===== src/rtl/tutorial_ctrl_pkg.sv =====
// Shared definitions for the tutorial DataPath micro-sequencer: opcodes,
// FSM state encoding and the bus/load enable bundle.
package tutorial_ctrl_pkg;

    localparam int IMM_W_DEF = 8;
    localparam int OP_W_DEF  = 3;

    localparam int unsigned OP_NOP      = 0;
    localparam int unsigned OP_LDI_A    = 1;
    localparam int unsigned OP_ADDI_B_A = 2;
    localparam int unsigned OP_MV_B_Z   = 3;
    localparam int unsigned OP_ADDI_A_A = 4;
    localparam int unsigned OP_ADDI_B_B = 5;
    localparam int unsigned OP_MV_A_Z   = 6;
    localparam int unsigned OP_ILLEGAL  = 7;

    typedef enum logic [1:0] {
        ST_IDLE = 2'd0,
        ST_T0   = 2'd1,
        ST_T1   = 2'd2,
        ST_ERR  = 2'd3
    } state_t;

    typedef struct packed {
        logic ra_out;
        logic rb_out;
        logic rz_out;
        logic ra_in;
        logic rb_in;
        logic rz_in;
    } ctrl_en_t;

    // Add-immediate ops go through Z, so they take a second step to write back.
    function automatic logic is_two_step(input int unsigned op);
        return (op == OP_ADDI_B_A) || (op == OP_ADDI_A_A) || (op == OP_ADDI_B_B);
    endfunction

endpackage


===== src/rtl/tutorial_step_decode.sv =====
// Combinational T-step decoder: maps (state, latched opcode, immediate) to
// the bus-drive/load enables, immediates and done/err flags for that step.
module tutorial_step_decode
    import tutorial_ctrl_pkg::*;
#(
    parameter int IMM_W = IMM_W_DEF,
    parameter int OP_W  = OP_W_DEF
) (
    input  state_t             state,
    input  logic [OP_W-1:0]    op,
    input  logic [IMM_W-1:0]   imm,
    output ctrl_en_t           en,
    output logic [IMM_W-1:0]   add_imm,
    output logic [IMM_W-1:0]   rega_imm,
    output logic               done,
    output logic               err
);

    always_comb begin
        en       = '0;
        add_imm  = '0;
        rega_imm = '0;
        done     = 1'b0;
        err      = 1'b0;
        unique case (state)
            ST_T0: begin
                case (op)
                    OP_W'(OP_NOP): begin
                        done = 1'b1;
                    end
                    OP_W'(OP_LDI_A): begin
                        rega_imm = imm;
                        en.ra_in = 1'b1;
                        done     = 1'b1;
                    end
                    OP_W'(OP_ADDI_B_A), OP_W'(OP_ADDI_A_A): begin
                        en.ra_out = 1'b1;
                        add_imm   = imm;
                        en.rz_in  = 1'b1;
                    end
                    OP_W'(OP_ADDI_B_B): begin
                        en.rb_out = 1'b1;
                        add_imm   = imm;
                        en.rz_in  = 1'b1;
                    end
                    OP_W'(OP_MV_B_Z): begin
                        en.rz_out = 1'b1;
                        en.rb_in  = 1'b1;
                        done      = 1'b1;
                    end
                    OP_W'(OP_MV_A_Z): begin
                        en.rz_out = 1'b1;
                        en.ra_in  = 1'b1;
                        done      = 1'b1;
                    end
                    default: ;
                endcase
            end
            ST_T1: begin
                // Write-back of the adder result held in Z.
                en.rz_out = 1'b1;
                done      = 1'b1;
                if (op == OP_W'(OP_ADDI_A_A)) begin
                    en.ra_in = 1'b1;
                end else begin
                    en.rb_in = 1'b1;
                end
            end
            ST_ERR: begin
                err = 1'b1;
            end
            default: ;
        endcase
    end

endmodule


===== src/rtl/tutorial_control_unit.sv =====
// Hardwired micro-sequencer: accepts one macro-instruction over start/busy and
// replays it as registered one-hot control steps for the tutorial DataPath.
module tutorial_control_unit
    import tutorial_ctrl_pkg::*;
#(
    parameter int IMM_W = IMM_W_DEF,
    parameter int OP_W  = OP_W_DEF
) (
    input  logic               clock,
    input  logic               clear,
    input  logic               start,
    input  logic [OP_W-1:0]    instr_op,
    input  logic [IMM_W-1:0]   instr_imm,
    output logic               busy,
    output logic               done,
    output logic               err,
    output logic               RAout,
    output logic               RBout,
    output logic               RZout,
    output logic               RAin,
    output logic               RBin,
    output logic               RZin,
    output logic [IMM_W-1:0]   AddImmediate,
    output logic [IMM_W-1:0]   RegisterAImmediate
);

    state_t             state_q;
    state_t             state_d;
    logic [OP_W-1:0]    op_q;
    logic [OP_W-1:0]    op_d;
    logic [IMM_W-1:0]   imm_q;
    logic [IMM_W-1:0]   imm_d;
    logic               accept;

    ctrl_en_t           en_p0;
    logic [IMM_W-1:0]   add_imm_p0;
    logic [IMM_W-1:0]   rega_imm_p0;
    logic               done_p0;
    logic               err_p0;

    always_comb begin
        state_d = state_q;
        accept  = (state_q == ST_IDLE) && start;
        op_d    = accept ? instr_op  : op_q;
        imm_d   = accept ? instr_imm : imm_q;
        case (state_q)
            ST_IDLE: begin
                if (start) begin
                    state_d = (instr_op == OP_W'(OP_ILLEGAL)) ? ST_ERR : ST_T0;
                end
            end
            ST_T0:   state_d = is_two_step(32'(op_q)) ? ST_T1 : ST_IDLE;
            default: state_d = ST_IDLE;
        endcase
    end

    // Decode the step about to be entered so every output comes straight from a flop.
    tutorial_step_decode #(
        .IMM_W (IMM_W),
        .OP_W  (OP_W)
    ) u_step_decode (
        .state    (state_d),
        .op       (op_d),
        .imm      (imm_d),
        .en       (en_p0),
        .add_imm  (add_imm_p0),
        .rega_imm (rega_imm_p0),
        .done     (done_p0),
        .err      (err_p0)
    );

    // Stage p0 -> output registers
    always_ff @(posedge clock) begin
        if (clear) begin
            state_q            <= ST_IDLE;
            busy               <= 1'b0;
            done               <= 1'b0;
            err                <= 1'b0;
            RAout              <= 1'b0;
            RBout              <= 1'b0;
            RZout              <= 1'b0;
            RAin               <= 1'b0;
            RBin               <= 1'b0;
            RZin               <= 1'b0;
            AddImmediate       <= '0;
            RegisterAImmediate <= '0;
        end else begin
            state_q            <= state_d;
            busy               <= (state_d != ST_IDLE);
            done               <= done_p0;
            err                <= err_p0;
            RAout              <= en_p0.ra_out;
            RBout              <= en_p0.rb_out;
            RZout              <= en_p0.rz_out;
            RAin               <= en_p0.ra_in;
            RBin               <= en_p0.rb_in;
            RZin               <= en_p0.rz_in;
            AddImmediate       <= add_imm_p0;
            RegisterAImmediate <= rega_imm_p0;
        end
    end

    // The instruction latch only matters once a step is in flight, so it needs no reset.
    always_ff @(posedge clock) begin
        op_q  <= op_d;
        imm_q <= imm_d;
    end

endmodule


===== config.mk =====
export PLATFORM = sky130hd
export DESIGN_NAME = tutorial_control_unit
export DESIGN_NICKNAME = d
export VERILOG_FILES = /design/src/rtl/tutorial_ctrl_pkg.sv /design/src/rtl/tutorial_step_decode.sv /design/src/rtl/tutorial_control_unit.sv
export SDC_FILE = /design/constraint.sdc
export NUM_CORES = 1
export LEC_CHECK = 0
export ABC_AREA = 1
export CORE_MARGIN = 2
export CORE_UTILIZATION = 49
export CTS_CLUSTER_DIAMETER = 60
export DETAILED_ROUTE_END_ITERATION = 7
export PLACE_DENSITY = 0.82
export SYNTH_ARGS = -nofsm -noshare
export SYNTH_HDL_FRONTEND = slang
export SYNTH_SLANG_ARGS = --single-unit

===== constraint.sdc =====
create_clock -name clock -period 5 [get_ports clock]
set_input_delay 0.75 -clock clock [delete_from_list [all_inputs] [get_ports clock]]
set_output_delay 0.75 -clock clock [all_outputs]
set_load 0.05 [all_outputs]

==> out/metrics.yaml, run 1 <==
seq_power_share_pct: 49.4
rsz0062_at_grt: "false"
yosys_warnings: 0
synth_compound_area_share_pct: 5.14
p_int_w: 0.000487
yosysMostFrequentCell: "dfxtp_1"
cp-start-kind: "primary input"
period_share_pct: 53.9
io_pins: 39
avgSynthCellArea_sq_um: 8.91
antenna_found_initial: 0
synth_area_leaders: "dfxtp_1 56%, nor2_1 5.8%, nand2_1 5.5%"
clk_pin_slew_ns: 0.10
end_kind: "flip-flop"
critPathKind: "in -> reg"
via_count: 1086
drc_errors: 0
rows: 19
die_w_microns: 56.8
diodes: 0
io_buffers: 38
synth_common_cells: "38 x dfxtp_1, 21 x nor2_1, 20 x nand2_1, 19 x inv_1, 9 x nand3_1"
outcome: "finished clean"
grt_pass1_wl_microns: 4370
grt_max_degree: 19
clk_path_buf_depth: 2
synthAdderAreaFrac_pct: 3.67
crit_arrival_ns: 2.96
fill_cells: 228
hold_buffers: 0
seq_area_frac_synth_pct: 55.8
clkSinkCount: 38
setup_viol: 0
gp_congestion: 0.796
synthCells: 153
root_buffer: "clkbuf_4"
multi_input_area_sq_um: 512
synth_top_cell_area_share_pct: 55.8
pwr-share-comb_pct: 19.4
yosys.area_share.xor_xnor_pct: 0
cts-resized-gates: 0
cts_htree_levels: 2
p_per_area_nw_per_um2: 363
grt_pass1_vias: 1018
p_sw_share_pct: 27.4
first_pass_iters: 4
viasPerCell: 4.78
synth.mux.area_fraction_pct: 0
worstSkewPairLatency_ns: 0.33
fin_crit_ns: 2.70
p_leak_nw: 0.824
drive_above_1_share_pct: 14.3
seq_area_sq_um: 761
skew_ns: 0.00381
syn-num-nets: 171
max_freq_ghz: 0.371
first_iter_violations: 12
instances_no_fill: 227
gr-total-overflow: 0
final_antenna_net_count: 0
setup_tns_ns: 0
worst_pin_slew_ns: 0.522
min_path_type: "reg -> reg"
yosys.area.top_type: "dfxtp_1"
drv_slew: 0
synth-simple-area-share_pct: 28.7
synthArstFlopShare_pct: 0
synth.distinct_cells: 21
die_area_sq_um: 3220
wirelength_microns: 2640
cts_tree: "built"
synth_ff_type: "dfxtp_1"
synth_edf_count: 0
power.total_w: 0.000670
syn_area_sq_um: 1360
wl_per_cell_microns: 11.6
hold_viol: 0
die_h_microns: 56.8
area_growth_pct: 35.5
critical_path.max_fanout: 18
core_sq_um: 2710
postCtsSetupBuffers: 0
ir_drop_mv: 0.294
ys_ff_latch: 38
maxCapViolations: 0
start_util_pct: 50.3
relSlewSlack_pct: 65.1
cts_inserted_buffers: 5
dpl.cell_count: 220
grtUsageTotal_pct: 17.8
crit_required_ns: 5.27
synth_top_family_by_area: "simple AND/OR/NAND/NOR gates"
pwr-share-clk_pct: 31.1
power.switching_w: 0.000183
dp_hpwl_microns: 1990
nets: 214
==> stage by stage <==
| stage | area [sq um] | hold slack (ns) | utilization (%) | setup slack [ns] |
|---|---|---|---|---|
| 6_report | 1850 | 0.554 | 68.2 | 2.30 |
| 5_1_grt | 1850 | 0.580 | 68.2 | 2.12 |
| 4_1_cts | 1850 | 0.547 | 68.2 | 2.31 |
| 3_5_place_dp | 1770 | 0.530 | 65.2 | 1.97 |
| 3_3_place_gp | 1770 | 0.541 | 65.2 | 2.15 |
| 2_1_floorplan | 1360 | 0.496 | - | 2.83 |
==> state kept, by name, indices dropped and copies added, names as in the netlist, 2 cells and up <==
signal,count
state_q,2
imm_q,8
op_q,3
RegisterAImmediate,8
AddImmediate,8
==> power by group through the flow <==
stage | sequential [W] | combinational [W] | clock, W
detailed placement | 0.000338 | 0.000130 | 0
global route | 0.000334 | 0.000143 | 0.000224
global placement | 0.000338 | 0.000129 | 0
finish | 0.000331 | 0.000130 | 0.000209
floorplan | 0.000362 | 0.0000675 | 0
CTS | 0.000331 | 0.000131 | 0.000212
==> cell families after synthesis <==
kind of cell	after synthesis
AND/OR/NAND/NOR	75
adder cells (fa/ha/maj)	4
flip-flops	38
buffers and inverters	22
AO/OA/AOI/OAI	14
==> cell usage in the layout (no fill, tap or decap) <==
cell type	n
nor2_1	21
nand2_2	3
clkbuf_8	1
nand4_2	1
nand3_2	3
o21ai_1	1
dfxtp_1	38
inv_2	1
nor2_2	2
o21ai_0	8
inv_1	19
or2_2	8
clkdlybuf4s50_1	38
nand2_1	20
ha_1	4
clkbuf_4	5
bufinv_16	1
nor2_4	1
nand2_4	2
nand3b_1	3
nand3_1	9
a21oi_1	5
nand4_1	2
==> worst max-delay path, stage by stage <==
cell,delay [ns]
clkdlybuf4s50_1,0.55
nand2_4,0.25
inv_2,0.12
nand4_1,0.09
nand2_1,0.10
inv_1,0.12
ha_1,0.20
inv_1,0.06
nor2_1,0.28
nand4_2,0.30
nor2_1,0.17
==> final timing paths <==
kind         startpoint               endpoint  slack [ns]  depth (start not counted)
max reg2reg  state_q[0]  RegisterAImmediate[1]        2.89                         11
max               start  RegisterAImmediate[1]        2.30                         11
min             op_q[0]                op_q[0]        0.55                          2
min reg2reg     op_q[0]                op_q[0]        0.55                          2
==> layer usage <==
layer	global-route usage [%]	up-vias	share of wire (%)
met5	0	-	0
met1	20.3	488	43
met3	6.68	7	5.6
met4	8.64	0	2.6
li1	-	560	-
met2	29.1	31	49
==> cell type report <==
cell class                      count  area share, %
Clock buffer                        6           2.78
Clock inverter                      1           1.62
Inverter                           20           4.06
Multi-Input combinational cell     93           27.7
Sequential cell                    38           41.2
Tap cell                           31           2.10
Timing Repair Buffer               38           20.6
Power figures use the tool's default switching activity.
==> run 2, diff against run 1 <==
--- a/config.mk
+++ b/config.mk
@@ -7,10 +7,10 @@
 export LEC_CHECK = 0
 export ABC_AREA = 1
 export CORE_MARGIN = 2
-export CORE_UTILIZATION = 49
+export CORE_UTILIZATION = 46
 export CTS_CLUSTER_DIAMETER = 60
 export DETAILED_ROUTE_END_ITERATION = 7
-export PLACE_DENSITY = 0.82
+export PLACE_DENSITY = 0.78
 export SYNTH_ARGS = -nofsm -noshare
 export SYNTH_HDL_FRONTEND = slang
 export SYNTH_SLANG_ARGS = --single-unit
==> constraint.sdc (replaced) <==
create_clock -name clock -period 2.75 [get_ports clock]
set_input_delay 0.4125 -clock clock [delete_from_list [all_inputs] [get_ports clock]]
set_output_delay 0.4125 -clock clock [all_outputs]
set_load 0.05 [all_outputs]
==> out/metrics.yaml, run 2 (synthesis results as in run 1) <==
outcome: "finished clean"  # unchanged
crit_required_ns: 3.03  # was 5.27 ns
viasPerCell: 4.88  # was 4.78
cp_slowest_stage_delay_ns: 0.54  # was 0.55 ns
r2r_slack_ns: 0.76  # was 2.89 ns
io_pins: 39  # unchanged
nets: 215  # was 214
fin_crit_ns: 2.18
grt_max_degree: 19  # unchanged
postCtsSetupBuffers: 0  # unchanged
rows: 19  # unchanged
wirelength_microns: 2760  # was 2640 microns
cp_cell_sequence: "clkdlybuf4s50_1 > nand2_4 > inv_2 > nand4_1 > nand2_1 > inv_1 > ha_1 > inv_1 > nor2_1 > nand4_2 > nor2_1"  # unchanged
grt_pass1_wl_microns: 4630  # was 4370 microns
clkSinkCount: 38  # unchanged
grt_pass1_vias: 1091  # was 1018
hold_viol: 0  # unchanged
first_pass_iters: 4  # unchanged
period_share_pct: 79.4
first_iter_violations: 28  # was 12
root_buffer: "clkbuf_4"  # unchanged
setup_tns_ns: 0  # unchanged
power.total_w: 0.00114  # was 0.000670 W
diodes: 0  # unchanged
area_growth_pct: 34.5  # was 35.5%
p_leak_nw: 0.821  # was 0.824 nW
min_path_type: "reg -> reg"  # unchanged
fill_cells: 228  # unchanged
antenna_found_initial: 0  # unchanged
io_buffers: 38  # unchanged
drive_above_1_share_pct: 14.6  # was 14.3%
maxCapViolations: 0  # unchanged
skew_ns: 0.00615  # was 0.00381 ns
final_cell_mix: "38 x dfxtp_1, 38 x clkdlybuf4s50_1, 21 x nor2_1, 20 x nand2_1, 19 x inv_1"  # unchanged
crit_arrival_ns: 2.46  # was 2.96 ns
cts_htree_levels: 2  # unchanged
max_freq_ghz: 0.458
gp_congestion: 0.871  # was 0.796
end_kind: "flip-flop"  # unchanged
wl_per_cell_microns: 12.1  # was 11.6 microns
final_antenna_net_count: 0  # unchanged
cp-start-kind: "primary input"  # unchanged
setup_viol: 0  # unchanged
die_h_microns: 58.5  # was 56.8 microns
clk_path_buf_depth: 2  # unchanged
die_area_sq_um: 3420  # was 3220 sq um
gr-total-overflow: 0  # unchanged
cp_top_family: "simple AND/OR/NAND/NOR gates"  # unchanged
core_sq_um: 2780  # was 2710 sq um
hold_buffers: 0  # unchanged
cts_inserted_buffers: 5  # unchanged
rsz0062_at_grt: "false"  # unchanged
via_count: 1118  # was 1086
dp_hpwl_microns: 2060  # was 1990 microns
cts_tree: "built"  # unchanged
start_util_pct: 49.0  # was 50.3%
relSlewSlack_pct: 66.3  # was 65.1%
clk_pin_slew_ns: 0.11  # was 0.10 ns
slowest_stage: "clkdlybuf4s50_1"  # unchanged
worstSkewPairLatency_ns: 0.34  # was 0.33 ns
finish.utilization_pct: 65.9  # was 68.2%
critical_path.max_fanout: 18  # unchanged
drc_errors: 0  # unchanged
critPathKind: "in -> reg"  # unchanged
grtUsageTotal_pct: 18.1  # was 17.8%
cts-resized-gates: 0  # unchanged
reg_top3: "AddImmediate: 8 flops, RegisterAImmediate: 8 flops, imm_q: 8 flops"  # unchanged
die_w_microns: 58.5  # was 56.8 microns
p_per_area_nw_per_um2: 621  # was 363 nW/um^2
worst_pin_slew_ns: 0.504  # was 0.522 ns
drv_slew: 0  # unchanged
ir_drop_mv: 0.504  # was 0.294 mV
cp_num_buf_inv: 4  # unchanged
-- run 2: changes by cell type in the layout (fill, tap and decap cells not counted) --
| cell | previous run | this run |
|---|---|---|
| clkbuf_1 | 0 | 1 |
| clkinv_2 | 0 | 1 |
| buf_4 | 0 | 1 |
| bufinv_16 | 1 | 0 |
-- run 2: layer usage --
metal | track usage (%) | wire length (microns) | up-vias
li1 | - | - | 567
met1 | 20.1 | 1160 | 506
met2 | 30.3 | 1390 | 40
met3 | 7.69 | 183 | 5
met4 | 7.97 | 30 | 0
met5 | 0 | 0 | -
-- run 2: worst min-delay path, delay by kind of cell (launching register included) --
kind             cells  cell delay (ns)
and+or+nand+nor      2             0.16
DFF                  1             0.33
-- run 2: path summary, 6_finish.rpt --
path                    from               endpoint  cells past startpoint
setup / recovery       start  RegisterAImmediate[0]                     11
hold / removal       op_q[2]                op_q[2]                      2
hold reg to reg      op_q[2]                op_q[2]                      2
setup reg to reg  state_q[0]        AddImmediate[5]                     12
-- run 2: power by group --
part           total (W)  internal, W  switching, W
Clock           0.000295     0.000124      0.000171
Sequential      0.000603     0.000590     0.0000133
Combinational   0.000241    0.0000855      0.000155
-- run 2: stage by stage --
stage	cell area, sq um	worst slack, ns	hold WS (ns)	std cells
2_1_floorplan	1360	0.922	0.484	153
3_3_place_gp	1770	0.350	0.535	221
3_5_place_dp	1770	0.203	0.528	221
4_1_cts	1830	0.566	0.548	229
5_1_grt	1830	0.308	0.580	229
6_report	1830	0.567	0.551	229
-- run 2: layout make-up --
type | instances | area, sq um | share of cell area (%)
flip-flops and latches | 38 | 761 | 41.5
multi-input cells | 93 | 512 | 27.9
repair buffers | 39 | 388 | 21.1
inverters | 20 | 75.1 | 4.09
clock buffers | 7 | 55.1 | 3.00
well taps | 31 | 38.8 | 2.11
clock inverters | 1 | 5.00 | 0.273
==> patch 1 (flow settings as in run 1) <==
The package constant `IMM_W_DEF` goes from 8 to 9.
--- a/src/rtl/tutorial_ctrl_pkg.sv
+++ b/src/rtl/tutorial_ctrl_pkg.sv
@@ -4,3 +4,3 @@
 
-    localparam int IMM_W_DEF = 8;
+    localparam int IMM_W_DEF = 9;
     localparam int OP_W_DEF  = 3;
Interface: changed (resized AddImmediate, RegisterAImmediate and instr_imm); port bits go from 39 to 42. The function was not compared with the original's and may differ.
==> patch 1 against run 1 <==
First-iteration DRC count grew to 2.8 times the old value. The flow now finishes with violations (design-rule violations). Combinational power is 15% higher. Global-route usage is 2.2 points higher. Clock power is 6% higher. Total power is 8.9% higher. Setup slack better by 0.048 ns. Synthesized area is 8.4% higher. Critical path depth is 2 higher. Count of clock-buffer cells in the layout is 1 higher. Sequential cell count is 3 higher. Routed wire length is 13% higher. Design area is 8.0% higher.
==> patch 1: results (changes against run 1) <==
Placed Instance Area: 1911 sq um (+8.1%)
Failing checks: design-rule violations
Power Density: 365.7 nW/um^2 (+0.89%)
Worst Clk Skew: 0.009482 ns (+0.005669 ns)
Total number of vias: 1151 (+6.0%)
Drt first pass iters: 6 (+2)
GRT Util Overall: 19.97% (+2.2 points)
Global-route met3 utilization: 9.890% (+3.2 points)
Metal3 WL: 164 um (+10%)
First-pass GRT wire length: 5037 um (+15%)
Vias in the first global route: 1134 (+11%)
Met2 WL: 1523 um (+18%)
Leakage: 0.9034 nW (+9.6%)
Remaining DRCs: 4 (+4)
Layout net count: 230 (+7.5%)
Routability congestion estimate: 0.8192 (+3.0%)
Regs by FF count: AddImmediate: 9 flops, RegisterAImmediate: 9 flops, imm_q: 9 flops
Outcome: finished, violations left
Wirelength per Cell: 12.26 um (+5.3%)
Crit path max-delay family: buffers and inverters
Vias per cell: 4.737 (-0.99%)
Pre-CTS setup slack: 1.982 ns (+0.01317 ns)
Reg power frac: 49.2% (-0.2 points)
M1 WL: 1273 um (+12%)
Cell Int Power: 0.5237 mW (+7.6%)
Syn_area_per_cell: 8.909 sq um (about the same)
Share of cells above drive strength 1: 15.09% (+0.81 points)
Clock Latency Late Sink: 0.35 ns (+0.02 ns)
Compound-Gate Fraction of Synth Area: 5.922% (+0.78 points)
Placed insts: 235 (+6.8%)
Largest net degree at the start of global routing: 20 (+1)
patch 1: worst paths after layout:
check	start	endpoint	slack, ns	depth (start not counted)
setup / recovery	start	RAin	2.35	13
hold / removal	op_q[0]	op_q[0]	0.53	2
setup reg to reg	state_q[0]	RAin	2.87	13
hold reg to reg	op_q[0]	op_q[0]	0.53	2
patch 1: area by class of cell:
cell class | instances | area share [%]
Clock inverter | 1 | 1.505
Inverter | 23 | 4.326
Multi-Input combinational cell | 99 | 27.77
Clock buffer | 7 | 2.759
Tap cell | 31 | 1.944
Sequential cell | 41 | 41.13
Timing Repair Buffer | 41 | 20.56
patch 1: worst reg2reg max path, stage by stage, from the launching register on:
cell and delay (ns):
dfxtp_1 0.35, nor2_4 0.20, nand2_4 0.19, inv_1 0.28, nand4_1 0.12, nand2_1 0.13
inv_1 0.09, ha_1 0.20, inv_1 0.13, nor2_1 0.07, nand2_1 0.08, nand2_1 0.06
nor2_1 0.10, nor2_1 0.05
==> patch 2 (flow settings as in run 1) <==
Without the edit above. Encoding of `state_t`: now Gray code (2 bits for 4 states).
--- a/src/rtl/tutorial_ctrl_pkg.sv
+++ b/src/rtl/tutorial_ctrl_pkg.sv
@@ -17,6 +17,6 @@
     typedef enum logic [1:0] {
-        ST_IDLE = 2'd0,
-        ST_T0   = 2'd1,
-        ST_T1   = 2'd2,
-        ST_ERR  = 2'd3
+        ST_IDLE = 2'b00,
+        ST_T0   = 2'b01,
+        ST_T1   = 2'b11,
+        ST_ERR  = 2'b10
     } state_t;
Formal check against the unedited RTL: no difference found for any inputs over 10 cycles, from zero or initial values; not proved beyond that.
==> patch 2 against run 1 <==
Combinational power grew 42%. Core utilization grew 0.32 points. Total power grew 2.7%. Synthesized area grew 4.2%. Final cell count shrank 2.2%. Setup slack gained 0.48 ns. Clock power shrank 22%. Routed wire length shrank 3.0%. Sequential cell count is the same. Via count shrank 3.1%. Sequential share of layout area shrank 0.90 points. Non-clock buffer count is the same. Design area grew 2.2%. Largest power group unchanged.
==> patch 2: results (changes against run 1) <==
Outcome: finished, final reports clean
Crit path max-delay family: buffers and inverters
Vias in the first global route: 1078 (+5.9%)
Drt first pass iters: 2 (-2)
Relative max-transition margin: 66.40% (+1.3 points)
Routability congestion estimate: 0.7939 (-0.23%)
Hold path start: op_q[0]
Synth warn: 0 (unchanged)
Async SR Flop Fraction: 0% (unchanged)
Peak fanout along the critical path: 1 (-17)
Clk buf depth: 2 (unchanged)
Largest net degree at the start of global routing: 18 (-1)
Worst hold stages: 2 (unchanged)
Initial cell density of the core: 51.54% (+1.2 points)
Number of flops mapped to enable cells by yosys: 0 (unchanged)
Mapped Nets: 160 (-6.4%)
Synth top cells by count: dfxtp_1 (38), inv_1 (17), nor2_1 (14), nand2_1 (10), nor2_2 (9)
Worst Setup SP: RegisterAImmediate[4]
Filler cell count: 234 (+2.6%)
Post-synth top area cell: dfxtp_1
Hold WC Path Type: flop to flop
R2R Path Start: state_q[0]
Number of buffers added on ports: 38 (unchanged)
Share of cells above drive strength 1: 24.08% (+9.8 points)
Peak VDD IR: 0.0002656 V (-9.8%)
1st-iter DRT viols: 17 (+5)
First-pass GRT wire length: 4471 um (+2.2%)
Setup bufs post-CTS: 0 (unchanged)
Num CTS Buffers: 5 (unchanged)
Top cells by area, synth: dfxtp_1 (54%), o21ai_2 (4.9%), inv_1 (4.5%)
Clk root buf: clkbuf_4
Clock Latency Late Sink: 0.34 ns
Worst path slowest cell: clkdlybuf4s50_1
Htree depth: 2 (unchanged)
GRT Util Overall: 18.16% (+0.40 points)
Leakage: 0.8121 nW (-1.5%)
Wirelength per Cell: 11.55 um (-0.81%)
CTS-repair resized insts: 0 (unchanged)
R2R depth: 8 (-3)
Yosys cell types: 24 (+14%)
Worst Clk Skew: 0.004212 ns (+0.0003989 ns)
Initial antenna violation count: 0 (unchanged)
Vias per cell: 4.739 (-0.95%)
Sequential fraction of the synthesis area: 53.52% (-2.3 points)
Regs by FF count: AddImmediate: 8 flops, RegisterAImmediate: 8 flops, imm_q: 8 flops
Layout net count: 204 (-4.7%)
Post-DP HPWL: 1936 um (-2.7%)
Antenna cells: 0 (unchanged)
WP data arrival: 1.47 ns (-1.49 ns)
Clk pin slew, worst setup/hold paths: 0.10 ns (about the same)
Synth Flop Type: dfxtp_1
Critical path's largest stage delay: 0.80 ns (+0.25 ns)
patch 2: through the flow:
step	cell area, sq um	worst slack (ns)	hold WS (ns)	cells
finish	1889	2.782	0.5342	222
global route	1889	2.725	0.5703	222
CTS	1889	2.764	0.5321	222
detailed placement	1829	2.606	0.5148	214
global placement	1829	2.689	0.5089	214
floorplan	1421	3.463	0.4916	146
patch 2: cell type report:
cell class	count	area share [%]
clock inverters	1	0.2649
well taps	31	2.053
inverters	20	4.503
clock buffers	7	2.914
flip-flops and latches	38	40.26
repair buffers	38	20.13
multi-input cells	87	29.87
patch 2: cell families (layout without fill, tap and decap cells):
| logic type | after synthesis | in the layout | synth area share, % |
|---|---|---|---|
| buffers and inverters | 21 | 66 | 6.778 |
| AO/OA/AOI/OAI | 16 | 16 | 8.539 |
| flip-flops | 38 | 38 | 53.52 |
| AND/OR/NAND/NOR | 71 | 71 | 31.16 |
patch 2: power by group:
part | switching (mW) | leakage [nW] | internal, mW
clock network | 0.0938 | 0.0353 | 0.0681
logic | 0.122 | 0.465 | 0.0629
registers | 0.0100 | 0.311 | 0.331
patch 2: worst min-delay path: cells and delay by family, from the launching register on:
| family | cells | cell delay (ns) |
|---|---|---|
| simple gates | 2 | 0.15 |
| flops | 1 | 0.32 |
patch 2: worst paths after layout:
path / slack [ns] / endpoint
max reg2reg: 3.48 / AddImmediate[7]
min reg2reg: 0.53 / op_q[0]
max: 2.78 / RegisterAImmediate[4]
min: 0.53 / op_q[0]
patch 2: layer usage:
layer	vias up	share of wire (%)	GRT usage, %
met4	0	2.9	10.96
li1	550	-	-
met2	28	51	31.82
met1	466	40	19.49
met3	8	6.0	4.688
met5	-	0	0
